==> src/rtl/vector_pkg.sv <==
// Shared types for the vector register-file streamer: raw vector, VRF address,
// per-element write mask and the controller state encoding.
package vector_pkg;

  localparam int unsigned NUM_ELEMS_DEF           = 8;
  localparam int unsigned ELEM_SIZE_DEF           = 16;
  localparam int unsigned ENABLES_PER_ELEMENT_DEF = 4;
  localparam int unsigned VRF_SIZE_DEF            = 32;
  localparam int unsigned AW_DEF = $clog2(VRF_SIZE_DEF);
  localparam int unsigned VW_DEF = NUM_ELEMS_DEF * ELEM_SIZE_DEF;

  typedef logic [VW_DEF-1:0]                    vector_raw_t;
  typedef logic [AW_DEF-1:0]                    vrf_addr_t;
  typedef logic [0:ENABLES_PER_ELEMENT_DEF-1]   elem_mask_t;

  typedef enum logic [2:0] {
    ST_IDLE,
    ST_READ,
    ST_DRAIN,
    ST_WRITE,
    ST_DONE
  } state_t;

endpackage

==> src/rtl/vector_skid_fifo.sv <==
// Two-entry valid/ready FIFO that absorbs VRF read data while the read stream stalls.
module vector_skid_fifo
  import vector_pkg::*;
#(
  parameter int unsigned W = VW_DEF
) (
  input  logic         clk,
  input  logic         reset,
  input  logic         in_valid,
  output logic         in_ready,
  input  logic [W-1:0] in_data,
  output logic         out_valid,
  input  logic         out_ready,
  output logic [W-1:0] out_data,
  output logic [1:0]   count
);

  logic [W-1:0] mem [0:1];
  logic         wr_ptr;
  logic         rd_ptr;
  logic [1:0]   cnt;
  logic         push;
  logic         pop;

  assign in_ready  = (cnt != 2'd2);
  assign out_valid = (cnt != 2'd0);
  assign out_data  = mem[rd_ptr];
  assign count     = cnt;
  assign push      = in_valid & in_ready;
  assign pop       = out_valid & out_ready;

  always_ff @(posedge clk) begin
    if (reset) begin
      for (int i = 0; i < 2; i++) mem[i] <= '0;
      wr_ptr <= 1'b0;
      rd_ptr <= 1'b0;
      cnt    <= 2'd0;
    end else begin
      if (push) begin
        mem[wr_ptr] <= in_data;
        wr_ptr      <= ~wr_ptr;
      end
      if (pop) rd_ptr <= ~rd_ptr;
      cnt <= cnt + 2'(push) - 2'(pop);
    end
  end

endmodule

==> src/rtl/vector_rf_streamer.sv <==
// Streams a run of consecutive vector registers out of, or into, the VRF
// over valid/ready streams, one vector per cycle.
module vector_rf_streamer
  import vector_pkg::*;
#(
  parameter int unsigned NUM_ELEMS           = 8,
  parameter int unsigned ELEM_SIZE           = 16,
  parameter int unsigned ENABLES_PER_ELEMENT = 4,
  parameter int unsigned VRF_SIZE            = 32,
  localparam int unsigned AW = $clog2(VRF_SIZE),
  localparam int unsigned VW = NUM_ELEMS * ELEM_SIZE,
  localparam int unsigned MW = NUM_ELEMS * ENABLES_PER_ELEMENT,
  localparam int unsigned CW = AW + 1
) (
  input  logic          clk,
  input  logic          reset,
  input  logic          cmd_valid,
  output logic          cmd_ready,
  input  logic          cmd_write,
  input  logic [AW-1:0] cmd_base,
  input  logic [CW-1:0] cmd_count,
  output logic          rd_valid,
  input  logic          rd_ready,
  output logic [VW-1:0] rd_data,
  output logic          rd_last,
  input  logic          wr_valid,
  output logic          wr_ready,
  input  logic [VW-1:0] wr_data,
  input  logic [MW-1:0] wr_mask,
  output logic          vrf_en,
  output logic          vrf_we,
  output logic [AW-1:0] vrf_addr,
  output logic [0:ENABLES_PER_ELEMENT-1] vrf_write_mask [0:NUM_ELEMS-1],
  output logic [VW-1:0] vrf_data_w,
  input  logic [VW-1:0] vrf_data_r,
  output logic          done
);

  state_t        state;
  state_t        state_nx;
  logic [AW-1:0] addr;
  logic [AW-1:0] addr_inc;
  logic [CW-1:0] issue_cnt;
  logic [CW-1:0] pop_cnt;
  logic [CW-1:0] cnt_clamp;
  logic          inflight;
  logic          push_ok;
  logic          rd_issue;
  logic          rd_pop;
  logic          drain_empty;
  logic          fifo_in_ready;
  logic [1:0]    fifo_cnt;
  logic [2:0]    credit;

  assign cnt_clamp = (cmd_count > CW'(VRF_SIZE)) ? CW'(VRF_SIZE) : cmd_count;
  assign addr_inc  = (addr == AW'(VRF_SIZE - 1)) ? '0 : addr + AW'(1);
  assign rd_pop    = rd_valid & rd_ready;
  assign credit    = 3'(fifo_cnt) + 3'(inflight);
  // Done may follow the final pop directly: the FIFO empties at this edge.
  assign drain_empty = ~inflight & ((fifo_cnt == 2'd0) | ((fifo_cnt == 2'd1) & rd_pop));
  assign rd_last   = rd_valid & (pop_cnt == CW'(1));
  assign vrf_addr  = addr;
  assign push_ok   = inflight & fifo_in_ready;

  vector_skid_fifo #(.W(VW)) u_skid_fifo (
    .clk       (clk),
    .reset     (reset),
    .in_valid  (push_ok),
    .in_ready  (fifo_in_ready),
    .in_data   (vrf_data_r),
    .out_valid (rd_valid),
    .out_ready (rd_ready),
    .out_data  (rd_data),
    .count     (fifo_cnt)
  );

  always_ff @(posedge clk) begin
    if (reset) state <= ST_IDLE;
    else       state <= state_nx;
  end

  always_comb begin
    state_nx = state;
    unique case (state)
      ST_IDLE:  if (cmd_valid) state_nx = (cnt_clamp == '0) ? ST_DONE :
                                          (cmd_write ? ST_WRITE : ST_READ);
      ST_READ:  if (rd_issue && (issue_cnt == CW'(1))) state_nx = ST_DRAIN;
      ST_DRAIN: if (drain_empty) state_nx = ST_DONE;
      ST_WRITE: if (wr_valid && (issue_cnt == CW'(1))) state_nx = ST_DONE;
      ST_DONE:  state_nx = ST_IDLE;
      default:  state_nx = ST_IDLE;
    endcase
  end

  // Reads issue only while the FIFO, counting this cycle's pop, can hold the return.
  always_comb begin
    cmd_ready  = 1'b0;
    wr_ready   = 1'b0;
    vrf_en     = 1'b0;
    vrf_we     = 1'b0;
    vrf_data_w = '0;
    done       = 1'b0;
    rd_issue   = 1'b0;
    for (int i = 0; i < NUM_ELEMS; i++) vrf_write_mask[i] = '0;
    unique case (state)
      ST_IDLE: cmd_ready = 1'b1;
      ST_READ: begin
        rd_issue = (issue_cnt != '0) && (credit < (3'd2 + 3'(rd_pop)));
        vrf_en   = rd_issue;
      end
      ST_WRITE: begin
        wr_ready = 1'b1;
        if (wr_valid) begin
          vrf_en     = 1'b1;
          vrf_we     = 1'b1;
          vrf_data_w = wr_data;
          for (int i = 0; i < NUM_ELEMS; i++)
            for (int j = 0; j < ENABLES_PER_ELEMENT; j++)
              vrf_write_mask[i][j] = wr_mask[i*ENABLES_PER_ELEMENT + j];
        end
      end
      ST_DONE: done = 1'b1;
      default: ;
    endcase
  end

  always_ff @(posedge clk) begin
    if (reset) begin
      addr      <= '0;
      issue_cnt <= '0;
      pop_cnt   <= '0;
      inflight  <= 1'b0;
    end else begin
      inflight <= rd_issue;
      if (cmd_valid && cmd_ready) begin
        addr      <= cmd_base;
        issue_cnt <= cnt_clamp;
        pop_cnt   <= cnt_clamp;
      end else if (vrf_en) begin
        addr      <= addr_inc;
        issue_cnt <= issue_cnt - CW'(1);
      end
      if (rd_pop) pop_cnt <= pop_cnt - CW'(1);
    end
  end

endmodule
==> config.mk <==
export PLATFORM = sky130hd
export DESIGN_NAME = vector_rf_streamer
export DESIGN_NICKNAME = d
export VERILOG_FILES = /design/src/rtl/vector_pkg.sv /design/src/rtl/vector_skid_fifo.sv /design/src/rtl/vector_rf_streamer.sv
export SDC_FILE = /design/constraint.sdc
export NUM_CORES = 1
export LEC_CHECK = 0
export CAP_MARGIN = 20
export CORE_AREA = 2 2 237 239
export CTS_CLUSTER_SIZE = 30
export DETAILED_ROUTE_END_ITERATION = 6
export DIE_AREA = 0 0 239 241
export GPL_ROUTABILITY_DRIVEN = 0
export SYNTH_ARGS = -nofsm -noshare
export SYNTH_HDL_FRONTEND = slang
export SYNTH_HIERARCHICAL = 1
export SYNTH_SLANG_ARGS = --single-unit
==> constraint.sdc <==
create_clock -name clk -period 4.7 [get_ports clk]
set_input_delay 0.705 -clock clk [delete_from_list [all_inputs] [get_ports clk]]
set_output_delay 0.705 -clock clk [all_outputs]
set_load 0.1 [all_outputs]
; Word level (Yosys, flattened, before mapping)
; Memories as Yosys holds them, arrays and structs flattened. A register that Yosys moved wholly into a read port is not among the register bits.
; Cells that the tools add are included.
[word_totals]
latch_bits = 0
memories = 1
ram_bits = 256
in_bits = 305
register_bits = 25
word_cells = 90
rom_bits = 0
output_inout_bits = 300
[op_classes]
mux = 36
bitwise = 10
shift = 0
n_eq_ne = 13
n_lt_le_gt_ge = 2
addsub = 7
multipliers = 0
n_reduce_logical = 13
div_mod_pow = 0
[memory_table]
columns = memory, words, width, read_ports, rd_ports_with_merged_regs, write_ports, line_no
row1 = u_skid_fifo.mem, 2, 128, 1, 1, 2, vector_skid_fifo.sv:18  ; logic [W-1:0] mem [0:1];
[op_table]
columns = cell, count
row1 = $mux W128, 3
row2 = $reduce_or A128 Y1, 1
row3 = $mux W32, 2
row4 = $mux W6, 5
row5 = $mux W1, 15
row6 = $mux W3, 5
row7 = $mux W5, 3
row8 = $eq A6 B1 Y1 const B, 2
row9 = $pmux W3 S4, 1
row10 = $sub A6 B1 Y6 const B, 2
row11 = $ne A2 B2 Y1 const B, 5
row12 = $and A1 B1 Y1, 6
row13 = $eq A3 B2 Y1 const B, 2
row14 = $gt A6 B6 Y1 const B, 1
row15 = $logic_not A6 Y1, 1
row16 = $reduce_bool A2 Y1, 3
row17 = $reduce_bool A6 Y1, 1
row18 = $add A5 B1 Y5 const B, 1
row19 = $eq A5 B5 Y1 const B, 1
row20 = $logic_and A1 B1 Y1, 4
row21 = $reduce_and A4 Y1, 1
row22 = $add A2 B1 Y3, 1
row23 = $add A2 B1 Y3 const A, 1
row24 = $eq A3 B1 Y1 const B, 1
row25 = other kinds (11), 13

; Longest topological paths before layout
[logic_depth]
ltp_word = 9
depth_mapped = 9
ltp_nobuf = 9

; By module
; The synthesis kept the hierarchy.
[by_module_without_submodules]
columns = mod, instances, cells_each, seq_area_each_um2, area_each_um2
row1 = vector_skid_fifo, 1, 851, 7787.5, 11517.3
row2 = vector_rf_streamer, 1, 362, 420.4, 2544.9

; Least setup slack after synthesis
; Ideal clock, no wire load.
[synth_path]
path_type = in2reg
start = input port reset
end = memory u_skid_fifo/mem[0][0] (netlist name), enable pin
path_stages = 4
path_buffers = 3
setup_slack_ns = -0.140
t_arrival_ns = 4.331
setup_time_ns = 0.509
t_required_ns = 4.191
cell_sequence = buf_4 -> buf_4 -> clkbuf_1 -> nand2b_1
[synth_rtl]
columns = element, line_no
row1 = "start, declared", vector_rf_streamer.sv:16  ; input logic reset,
row2 = "end, declared", vector_skid_fifo.sv:18

==> out/metrics.cfg <==
[status]
status=finished, final reports clean

[sta]
finalHoldViolCount=0
rsz0062_at_grt=no
setup_tns_ns=0
fmax_mhz=262
fin_ws_ns=0.880
clock_skew_ns=0.0128
period_minus_slack_ns=3.82
finalSetupViolCount=0
final_max_slew_viol_count=0
finalCritPeriodShare_pct=81.3
tightest_slew_ns=1.14
maxSlewHeadroom_pct=23.7

[route]
wl_per_cell_um=24.8
avgViaCountPerCell=4.61
drt-initial-drc-count=733
num_vias=11670
ant_nets=0
post-route-drc-count=0
first_pass_iters=5
wirelength_um=62800

[worst_hold_path]
min_path_cells=2
hp-start=pop_cnt[5]
hold_path_end=pop_cnt[5]
hp-class=flop to flop

[die]
coreArea_um2=54900
die_w_um=239
die_y_um=241
initial_utilization_pct=25.6
num_rows=86
pin_count=605
dieArea_um2=57600

[synth]
synth_top_area_share_pct=54.7
synth.net_count=1528
synth-seq-cells=282
synth_top_cell_by_area=edfxtp_1
async_reset_ff_share_pct=0
yosys_warnings=6
ys.flop_type=edfxtp_1
synth.area.top_cells=edfxtp_1, mux2_2, nor2_1, and2_1, nand2b_1
synth-edff-count=256
netlist_instances=1213
yosysSeqAreaShare_pct=58.4
ys_types=55
syn-cell-area_um2=14100
avgSynthCellArea_um2=11.6

[placed_design]
placement.io_buffers=604
place_ws_ns=1.18
place_hpwl_um=46900

[grt]
top_usage_layer=met2
grt_pass1_vias=11753
track_usage_pct=21.1
gr-usage-met3_pct=5.63
met1_usage_pct=22.9
grt_max_degree=117
antenna_found_initial=23
met2_usage_pct=37.1
grt_overflow=0
grt_pass1_wl_um=86400

[clock_tree]
clock_path_buffers=3
path_clk_slew_ns=0.06
cts-root-buf=clkbuf_16
post-cts-setup-buffer-count=0
clkSinkCount=282
cts_tree=yes
cts_hold_buf=0
insertion_delay_ns=0.53
cts_buffers=35
cts_resized=0
h-tree-depth=2

[power_and_ir_drop]
power.density_nw_per_um2=537
p_leak_nw=8.13
finalPower_mw=11.5
vdd_ir_drop_max_mv=0.250

[layout]
fill_cells=5291
final_cell_mix=clkdlybuf4s50_1, nor2_1, edfxtp_1
multi_input_area_um2=5360
syn_to_final_growth_pct=52.9
final_common_cell=clkdlybuf4s50_1
nets=2106
drive_above_1_share_pct=21.1
regArea_um2=8210

[setup_path]
path_class=flop to primary output
r2r_end=u_skid_fifo/mem[1][124]
r2r_cells=6
worstPathArrival_ns=3.12
rr_startpoint=u_skid_fifo/count[0]
r2r_slack_ns=1.73
crit_required_ns=3.99
endpoint_kind=primary output
start_kind=flop
critPathMaxFanout=45

[job]
cap_violations=0

==> through the flow <==
step	utilization [%]	area, um2	hold slack, ns	instances
3_5_place_dp	37.1	20300	0.466	2458
4_1_cts	39.1	21500	0.473	2521
2_1_floorplan	-	14100	0.432	1213
6_report	39.2	21500	0.485	2534
3_3_place_gp	37.1	20300	0.443	2458
5_1_grt	39.2	21500	0.485	2531
==> synthesized netlist by cell type, types with 2 or more instances <==
library cell / n
a2111oi_2: 2
a211oi_1: 6
a21oi_1: 13
a21oi_4: 2
a221oi_1: 4
a22oi_1: 2
a311oi_1: 2
a31oi_1: 2
and2_1: 163
and3_1: 4
buf_2: 21
buf_4: 13
buf_6: 14
clkbuf_1: 34
dfxtp_1: 26
edfxtp_1: 256
ha_1: 10
inv_1: 8
mux2_2: 128
nand2_1: 16
nand2b_1: 132
nand3_1: 9
nand3b_1: 2
nand4_1: 3
nor2_1: 277
nor2b_1: 6
nor3_1: 10
nor4_1: 7
o21a_1: 2
o21ai_0: 9
o221a_2: 2
o22ai_1: 2
or3_1: 3
xor2_1: 2
==> final cells by class <==
type	instances	area share (%)
sequential	282	38.2
antenna	13	0.151
inverter	9	0.169
timing repair buffer	623	27.2
multi-input combinational	840	25.0
tap	704	4.10
clock inverter	19	0.873
clock buffer	44	4.33
==> registers in the layout, summed over array words and instances (netlist names), named ones only <==
| signal | count |
|---|---|
| u_skid_fifo/mem | 256 |
| issue_cnt | 6 |
| pop_cnt | 6 |
| vrf_addr | 5 |
| state | 3 |
| u_skid_fifo/count | 2 |
| inflight | 1 |
| u_skid_fifo/rd_ptr | 1 |
| u_skid_fifo/wr_ptr | 1 |
==> report_power, final <==
part,switching [mW],total [mW],internal [mW]
registers,0.218,3.26,3.04
clock network,1.07,2.65,1.58
logic,4.12,5.64,1.52
total,5.41,11.5,6.14
==> worst max-delay path, cell delays in order (launching register included) <==
cell	delay, ns
dfxtp_4	0.75
buf_12	0.36
mux2_2	0.22
clkdlybuf4s50_1	1.18
==> worst max-delay path by stage <==
stage / endpoint / depth (start not counted)
2_1_floorplan: vrf_write_mask[22] / 4
4_1_cts: rd_data[40] / 3
5_1_grt: vrf_data_w[124] / 6
3_5_place_dp: vrf_data_w[82] / 6
6_report: rd_data[40] / 3
3_3_place_gp: vrf_data_w[90] / 6
==> metal layers <==
metal / share of wire (%) / up-vias / wire length (um)
met5: 0.059 / - / 37
met4: 5.9 / 6 / 3710
met1: 36 / 5684 / 22600
met3: 7.2 / 121 / 4490
met2: 51 / 536 / 31900
li1: - / 5323 / -
==> kinds of logic after synthesis <==
group                    after synthesis  share of synthesized area [%]
AND/OR/NAND/NOR                      642                           23.5
flip-flops                           282                           58.4
multiplexers                         130                           10.4
buffers and inverters                 91                           3.71
AO/OA/AOI/OAI                         55                           2.94
adder cells (fa/ha/maj)               10                          0.890
XOR/XNOR                               3                          0.187
(Power assumes the default switching activity.)
